### config.mk
export PLATFORM = sky130hd
export DESIGN_NAME = mc_ctrl_fsm_ws
export DESIGN_NICKNAME = d
export VERILOG_FILES = /design/src/rtl/mc_ctrl_fsm_ws.sv
export SDC_FILE = /design/constraint.sdc
export NUM_CORES = 1
export LEC_CHECK = 0
export ABC_AREA = 0
export CAP_MARGIN = 20
export CORE_MARGIN = 3
export CORE_UTILIZATION = 43
export CTS_CLUSTER_SIZE = 16
export DETAILED_ROUTE_END_ITERATION = 8
export PLACE_DENSITY = 0.93
export SYNTH_ARGS = -nofsm -noshare
export SYNTH_HDL_FRONTEND = slang
export SYNTH_SLANG_ARGS = --single-unit
### constraint.sdc
create_clock -name clk -period 3.6 [get_ports clk]
set_input_delay 0.36 -clock clk [delete_from_list [all_inputs] [get_ports clk]]
set_output_delay 0.36 -clock clk [all_outputs]
set_load 0.02 [all_outputs]
### src/rtl/mc_ctrl_fsm_ws.sv
// mc_ctrl_fsm_ws: multicycle ARM main control FSM with memory wait states, iterative multiply and undefined-instruction trap
//   clk, reset                      : clock, asynchronous active-high reset
//   Op, Funct, IsMul                : instruction decode fields
//   mem_ready                       : memory access requested this cycle completes this cycle
//   IRWrite .. ALUOp                : datapath write enables and controls
//   ALUSrcA, ALUSrcB, ResultSrc     : datapath mux selects
//   mem_req, MulStart, undef_trap   : memory request, multiplier start pulse, undefined-instruction pulse
//   state_o                         : current state encoding, for debug
module mc_ctrl_fsm_ws #(
  parameter int HAS_MUL = 1,
  parameter int MUL_LAT = 4
) (
  input  logic       clk,
  input  logic       reset,
  input  logic [1:0] Op,
  input  logic [5:0] Funct,
  input  logic       IsMul,
  input  logic       mem_ready,
  output logic       IRWrite,
  output logic       AdrSrc,
  output logic       NextPC,
  output logic       RegW,
  output logic       MemW,
  output logic       Branch,
  output logic       ALUOp,
  output logic [1:0] ALUSrcA,
  output logic [1:0] ALUSrcB,
  output logic [1:0] ResultSrc,
  output logic       mem_req,
  output logic       MulStart,
  output logic       undef_trap,
  output logic [3:0] state_o
);
  localparam int CW = $clog2(MUL_LAT + 1);
  localparam logic [CW-1:0] CNT_INIT = CW'(MUL_LAT - 1);
  typedef enum logic [3:0] {
    FETCH = 4'd0, DECODE = 4'd1, MEMADR = 4'd2, MEMRD = 4'd3, MEMWB = 4'd4,
    MEMWR = 4'd5, EXECUTER = 4'd6, EXECUTEI = 4'd7, ALUWB = 4'd8, BRANCH = 4'd9,
    UNDEF = 4'd10, MULEX = 4'd11, MULWB = 4'd12
  } state_t;
  state_t state_q, state_d;
  logic [CW-1:0] cnt_q, cnt_d;
  logic unused_funct;
  assign unused_funct = ^Funct[4:1];
  always_ff @(posedge clk or posedge reset)
    if (reset) begin
      state_q <= FETCH;
      cnt_q   <= '0;
    end else begin
      state_q <= state_d;
      cnt_q   <= cnt_d;
    end
  always_comb begin
    state_d = FETCH;
    cnt_d   = '0;
    case (state_q)
      FETCH:    state_d = mem_ready ? DECODE : FETCH;
      DECODE: begin
        case (Op)
          2'b00:   state_d = IsMul ? (HAS_MUL != 0 ? MULEX : UNDEF) : (Funct[5] ? EXECUTEI : EXECUTER);
          2'b01:   state_d = MEMADR;
          2'b10:   state_d = BRANCH;
          default: state_d = UNDEF;
        endcase
        cnt_d = state_d == MULEX ? CNT_INIT : '0;
      end
      EXECUTER, EXECUTEI: state_d = ALUWB;
      MEMADR:   state_d = Funct[0] ? MEMRD : MEMWR;
      MEMRD:    state_d = mem_ready ? MEMWB : MEMRD;
      MEMWR:    state_d = mem_ready ? FETCH : MEMWR;
      MULEX: begin
        state_d = cnt_q == '0 ? MULWB : MULEX;
        cnt_d   = cnt_q == '0 ? '0 : cnt_q - 1'b1;
      end
      default:  state_d = FETCH;
    endcase
  end
  // Outputs are forced low for the whole reset window, not just after the first edge.
  always_comb begin
    IRWrite    = 1'b0;
    AdrSrc     = 1'b0;
    NextPC     = 1'b0;
    RegW       = 1'b0;
    MemW       = 1'b0;
    Branch     = 1'b0;
    ALUOp      = 1'b0;
    ALUSrcA    = 2'b00;
    ALUSrcB    = 2'b00;
    ResultSrc  = 2'b00;
    mem_req    = 1'b0;
    MulStart   = 1'b0;
    undef_trap = 1'b0;
    if (!reset)
      case (state_q)
        FETCH: begin
          mem_req   = 1'b1;
          IRWrite   = mem_ready;
          NextPC    = mem_ready;
          ALUSrcA   = 2'b01;
          ALUSrcB   = 2'b10;
          ResultSrc = 2'b10;
        end
        DECODE: begin
          ALUSrcA   = 2'b01;
          ALUSrcB   = 2'b10;
          ResultSrc = 2'b10;
        end
        EXECUTER: ALUOp = 1'b1;
        EXECUTEI: begin
          ALUOp   = 1'b1;
          ALUSrcB = 2'b01;
        end
        ALUWB:    RegW = 1'b1;
        MEMADR:   ALUSrcB = 2'b01;
        MEMRD: begin
          AdrSrc  = 1'b1;
          mem_req = 1'b1;
        end
        MEMWR: begin
          AdrSrc  = 1'b1;
          mem_req = 1'b1;
          MemW    = 1'b1;
        end
        MEMWB: begin
          RegW      = 1'b1;
          ResultSrc = 2'b01;
        end
        BRANCH: begin
          Branch    = 1'b1;
          ALUSrcA   = 2'b10;
          ALUSrcB   = 2'b01;
          ResultSrc = 2'b10;
        end
        // The counter still holds its load value only in the first MULEX cycle.
        MULEX:    MulStart = cnt_q == CNT_INIT;
        MULWB: begin
          RegW      = 1'b1;
          ResultSrc = 2'b11;
        end
        UNDEF:    undef_trap = 1'b1;
        default: ;
      endcase
  end
  assign state_o = reset ? 4'd0 : state_q;
endmodule
### Word level (Yosys, flattened, before mapping)

Index checks and enable logic that the tools add are counted.

* logic and storage cells: 67
* flip-flop bits (word level): 7
* output and inout bits: 20

* $add $sub $neg: 1
* equal/unequal tests: 16
* mux-type cells: 38
* reduce and logical (&&, ||, !) cells: 10

Operator list (count)
* 4-bit one-hot mux with 7 select lines: 1
* 4-bit equality test (second input constant): 6
* 1-bit two-way mux: 20
* 4-bit by 3-bit equality test with 1-bit output (second input constant): 4
* 3-bit two-way mux: 5
* 4-bit two-way mux: 3
* 4-bit one-hot mux with 3 select lines: 1
* 3-bit OR reduction: 4
* 4-bit by 2-bit equality test with 1-bit output (second input constant): 2
* 2-bit two-way mux: 4
* 2-bit one-hot mux with 2 select lines: 2
* 2-bit one-hot mux with 3 select lines: 1
* 3-bit one-hot mux with 2 select lines: 1
* 2-bit OR reduction: 3
* 4-bit by 1-bit equality test with 1-bit output (second input constant): 1
* 4-bit zero test: 1
* 3-bit by 2-bit equality test with 1-bit output (second input constant): 1
* 3-bit zero test: 1
* 3-bit by 1-bit subtractor with 3-bit output (second input constant): 1
* 2-bit by 1-bit equality test with 1-bit output (second input constant): 1
* 2-bit equality test (second input constant): 1
* 2-bit zero test: 1

### Longest topological paths before layout

* word-level depth: 7
* gate-level depth with buffers: 5
* depth with buffers taken out: 4

### Worst setup path before layout

OpenSTA, ideal clock, no wires.

* path type: register -> output
* start point: register state_q[3]
* end point: output port ALUSrcB[1]
* cell stages (with the launch flop): 4
* setup slack: 1.615 ns
* arrival time: 1.625 ns
* path buffers: 2
* required time: 3.240 ns
* path through: dfrtp_1 buf_4 nor4_1 buf_4

* word-level cells in the longest chain between the ends: 4
* elaborated cells between the ends (all ways): 9
* classes of those cells: eq/ne: 4; mux: 2; reduce/logical: 3

Ends and longest elaborated chain
* start: declaration: RTL line 41 `state_t state_q, state_d;`
* start signal: assignment: RTL line 50 `state_q <= state_d;`
* 4-bit by 2-bit equality test with 1-bit output (tied with other cells): RTL line 94 `case (state_q)`
* 3-bit OR reduction (no source line) / 2-bit OR reduction (equally long branches)
* 2-bit one-hot mux with 2 select lines (*): RTL line 94
* 2-bit two-way mux (*): RTL line 93 `if (!reset)`
* end: declaration: RTL line 27 `output logic [1:0] ALUSrcB,`

Mark *: on every way between the ends. The rest lies on a longest branch, timed or not.

### Final worst setup path

* start point: input port reset
* end point: output port undef_trap

* word-level cells in the longest chain between the ends: 1

Ends and longest elaborated chain
* start: declaration: RTL line 14 `input logic reset,`
* 1-bit two-way mux: RTL line 93
* end: declaration: RTL line 31 `output logic undef_trap,`

Every way passes these cells.

==> impl_metrics.yaml <==
power_and_ir_drop:
  sequentialPowerShare_pct: 27.5
  switching_share_pct: 49.9
  power.switching_mw: 0.338
  p_leak_nw: 0.379
  p_int_mw: 0.339
  power_frac_clock_pct: 11.3
  irDropWorstVdd_v: 0.000367
  pwr-share-comb_pct: 61.2
  cellPowerDensity_nw_per_um2: 718
sta:
  period_share_pct: 74.0
  rsz0062_at_grt: "false"
  worst_clock_skew_ns: 0.00605
  fmax_mhz: 375
  slew_headroom_pct: 63.1
  worstMarginPinSlew_ns: 0.553
  setup_slack_ns: 0.934
  worst_hold_slack_ns: 0.543
  drv_slew: 0
  final.setup.tns_ns: 0
  hold_violations: 0
  layout_min_cycle_time_ns: 2.67
  setup_viol_count_final: 0
die:
  die_y_um: 46.0
  start_util_pct: 49.3
  die_x_um: 46.0
  ios: 32
  rows: 13
  core_um2: 1400
  fp.dieArea_um2: 2120
placed_design:
  dp.cells: 116
  io_buffers: 27
  dpl_worst_slack_ns: 0.938
  dpl.hpwl_mm: 1.33
  routabilityCongestion: 0.828
layout:
  filler_cell_count: 108
  area_growth_pct: 36.7
  final_cells: 120
  multiInputGateArea_um2: 425
  fin_nets: 118
  n_antenna_cell: 0
  drive_gt1_share_pct: 13.3
  fin_util_pct: 67.4
  regArea_um2: 175
grt:
  grt_antenna_before_repair: 0
  grt_pass1_vias: 613
  grt_usage_pct: 18.3
  grt_overflow_total: 0
  met2_usage_pct: 28.6
  grt_max_degree: 16
  use_met1_pct: 22.1
  grt_pass1_wl_mm: 2.75
  grt_use_met3_pct: 3.16
  top_usage_layer: "met2"
logic_synthesis:
  syn_area_um2: 689
  syn_area_per_cell_um2: 8.41
  synth_seq_area_share_pct: 25.4
  syn_inst: 82
  synth_cell_types: 39
  ys.warnings.count: 0
  synth_edf_count: 0
  synthArstFlopShare_pct: 100
  synthesis.nets: 94
  synth_ff_type: "dfrtp_1"
  ys_seq_elements: 7
detailed_routing:
  routed_wirelength_mm: 1.74
  vias: 696
  drc: 0
  first_pass_iters: 4
  viasPerCell: 5.80
  drt-wirelength-per-cell_um: 14.5
  ant_nets: 0
  detail_route.iter0.violations: 15
clock_tree:
  cts_resized: 0
  cts_tree: "yes"
  clock_sinks: 7
  clkTransAtPathRegs_ns: 0.06
  clk_latency_ns: 0.26
  cts_root_buffer: "clkbuf_4"
  post_cts_buffers: 0
  htreeDepth: 1
  clk_path_buf_depth: 2
  cts_hold_buffers: 0
  numCtsBuffers: 3
critical_path:
  cp_max_fo: 13
  worstPathRequired_ns: 3.24
  end_kind: "output pin"
  setup.worst_path.start_class: "input pin"
  worstPathArrival_ns: 2.31
  critical_path_class: "in2out"
job:
  maxCapViolCount: 0
outcome:
  outcome: "finished clean"
hold_path:
  hold_path.class: "reg2reg"
cell families after synthesis:
group	Yosys count	share of synthesized area (%)
compound gates	17	17.2
simple gates	39	37.9
buf+inv	14	12.9
xor+xnor	4	5.08
mux	1	1.45
flops	7	25.4
cells in the final DEF (no fill, tap or decap), drive strengths merged:
| cell | count |
|---|---|
| or2b | 1 |
| clkbuf | 3 |
| or3 | 1 |
| o31ai | 2 |
| nand4 | 1 |
| a21oi | 3 |
| nor2 | 8 |
| nor4 | 2 |
| nor3 | 9 |
| xor2 | 2 |
| clkinv | 1 |
| a31oi | 1 |
| nand3 | 3 |
| and3 | 1 |
| nand2 | 3 |
| o32a | 1 |
| o2111ai | 1 |
| o21a | 1 |
| nor2b | 7 |
| clkdlybuf4s50 | 27 |
| and2 | 1 |
| nor4b | 1 |
| o211ai | 2 |
| o221ai | 1 |
| a21boi | 1 |
| xnor2 | 2 |
| inv | 6 |
| o21ai | 4 |
| nand2b | 1 |
| mux2i | 1 |
| dfrtp | 7 |
final cells by class:
| cell class | count | share of cell area (%) |
|---|---|---|
| Multi-Input combinational cell | 61 | 45.2 |
| Timing Repair Buffer | 27 | 28.7 |
| Sequential cell | 7 | 18.6 |
| Inverter | 6 | 2.66 |
| Clock buffer | 3 | 2.39 |
| Tap cell | 15 | 1.99 |
| Clock inverter | 1 | 0.531 |
Yosys cell counts, types with 2 or more instances:
cell | n | area, µm²
dfrtp_1 | 7 | 175
o211ai_1 | 2 | 15.0
o21ai_1 | 3 | 15.0
nand2_1 | 2 | 7.51
buf_4 | 5 | 37.5
nor3_1 | 7 | 35.0
a21oi_1 | 3 | 15.0
nor2_1 | 8 | 30.0
buf_6 | 2 | 22.5
xor2_1 | 2 | 17.5
inv_1 | 5 | 18.8
xnor2_1 | 2 | 17.5
nor2b_1 | 6 | 37.5
nand3_1 | 3 | 15.0
stage by stage:
stage          power [mW]  area [µm²]
2_1_floorplan       0.494         689
3_3_place_gp        0.579         915
3_5_place_dp        0.599         915
4_1_cts             0.673         942
5_1_grt             0.724         942
6_report            0.677         942
routing by layer:
layer | vias to the layer above | part of all wire (%)
met5 | - | 0
met4 | 0 | 3.5
met3 | 8 | 6.4
met2 | 31 | 49
met1 | 321 | 40
li1 | 336 | -
sequential cells by signal, summed over array words and instances (netlist names):
name / count
cnt_q: 3
state_q: 4
critical path, stage by stage:
cell and delay (ns):
clkdlybuf4s50_1 0.64, inv_1 0.38, nand2_1 0.14, nor3_1 0.16
clkdlybuf4s50_1 0.63
power groups by stage:
stage	clock (mW)	sequential, mW	combinational, mW
floorplan	0	0.114	0.379
global placement	0	0.184	0.395
detailed placement	0	0.187	0.411
CTS	0.0747	0.186	0.413
global route	0.0795	0.194	0.450
finish	0.0765	0.186	0.414
path summary, 6_finish.rpt:
check	to	cells past startpoint	from	slack, ns
setup / recovery	undef_trap	5	reset	0.93
hold / removal	cnt_q[2]$_DFF_PP0_	2	cnt_q[2]$_DFF_PP0_	0.54
setup reg to reg	state_q[0]$_DFF_PP0_	4	state_q[0]$_DFF_PP0_	2.15
hold reg to reg	cnt_q[2]$_DFF_PP0_	2	cnt_q[2]$_DFF_PP0_	0.54
max in group asynchronous	state_q[2]$_DFF_PP0_	2	reset	2.64
min in group asynchronous	state_q[3]$_DFF_PP0_	2	reset	0.71
No activity file was read; power rests on OpenSTA's default activity.
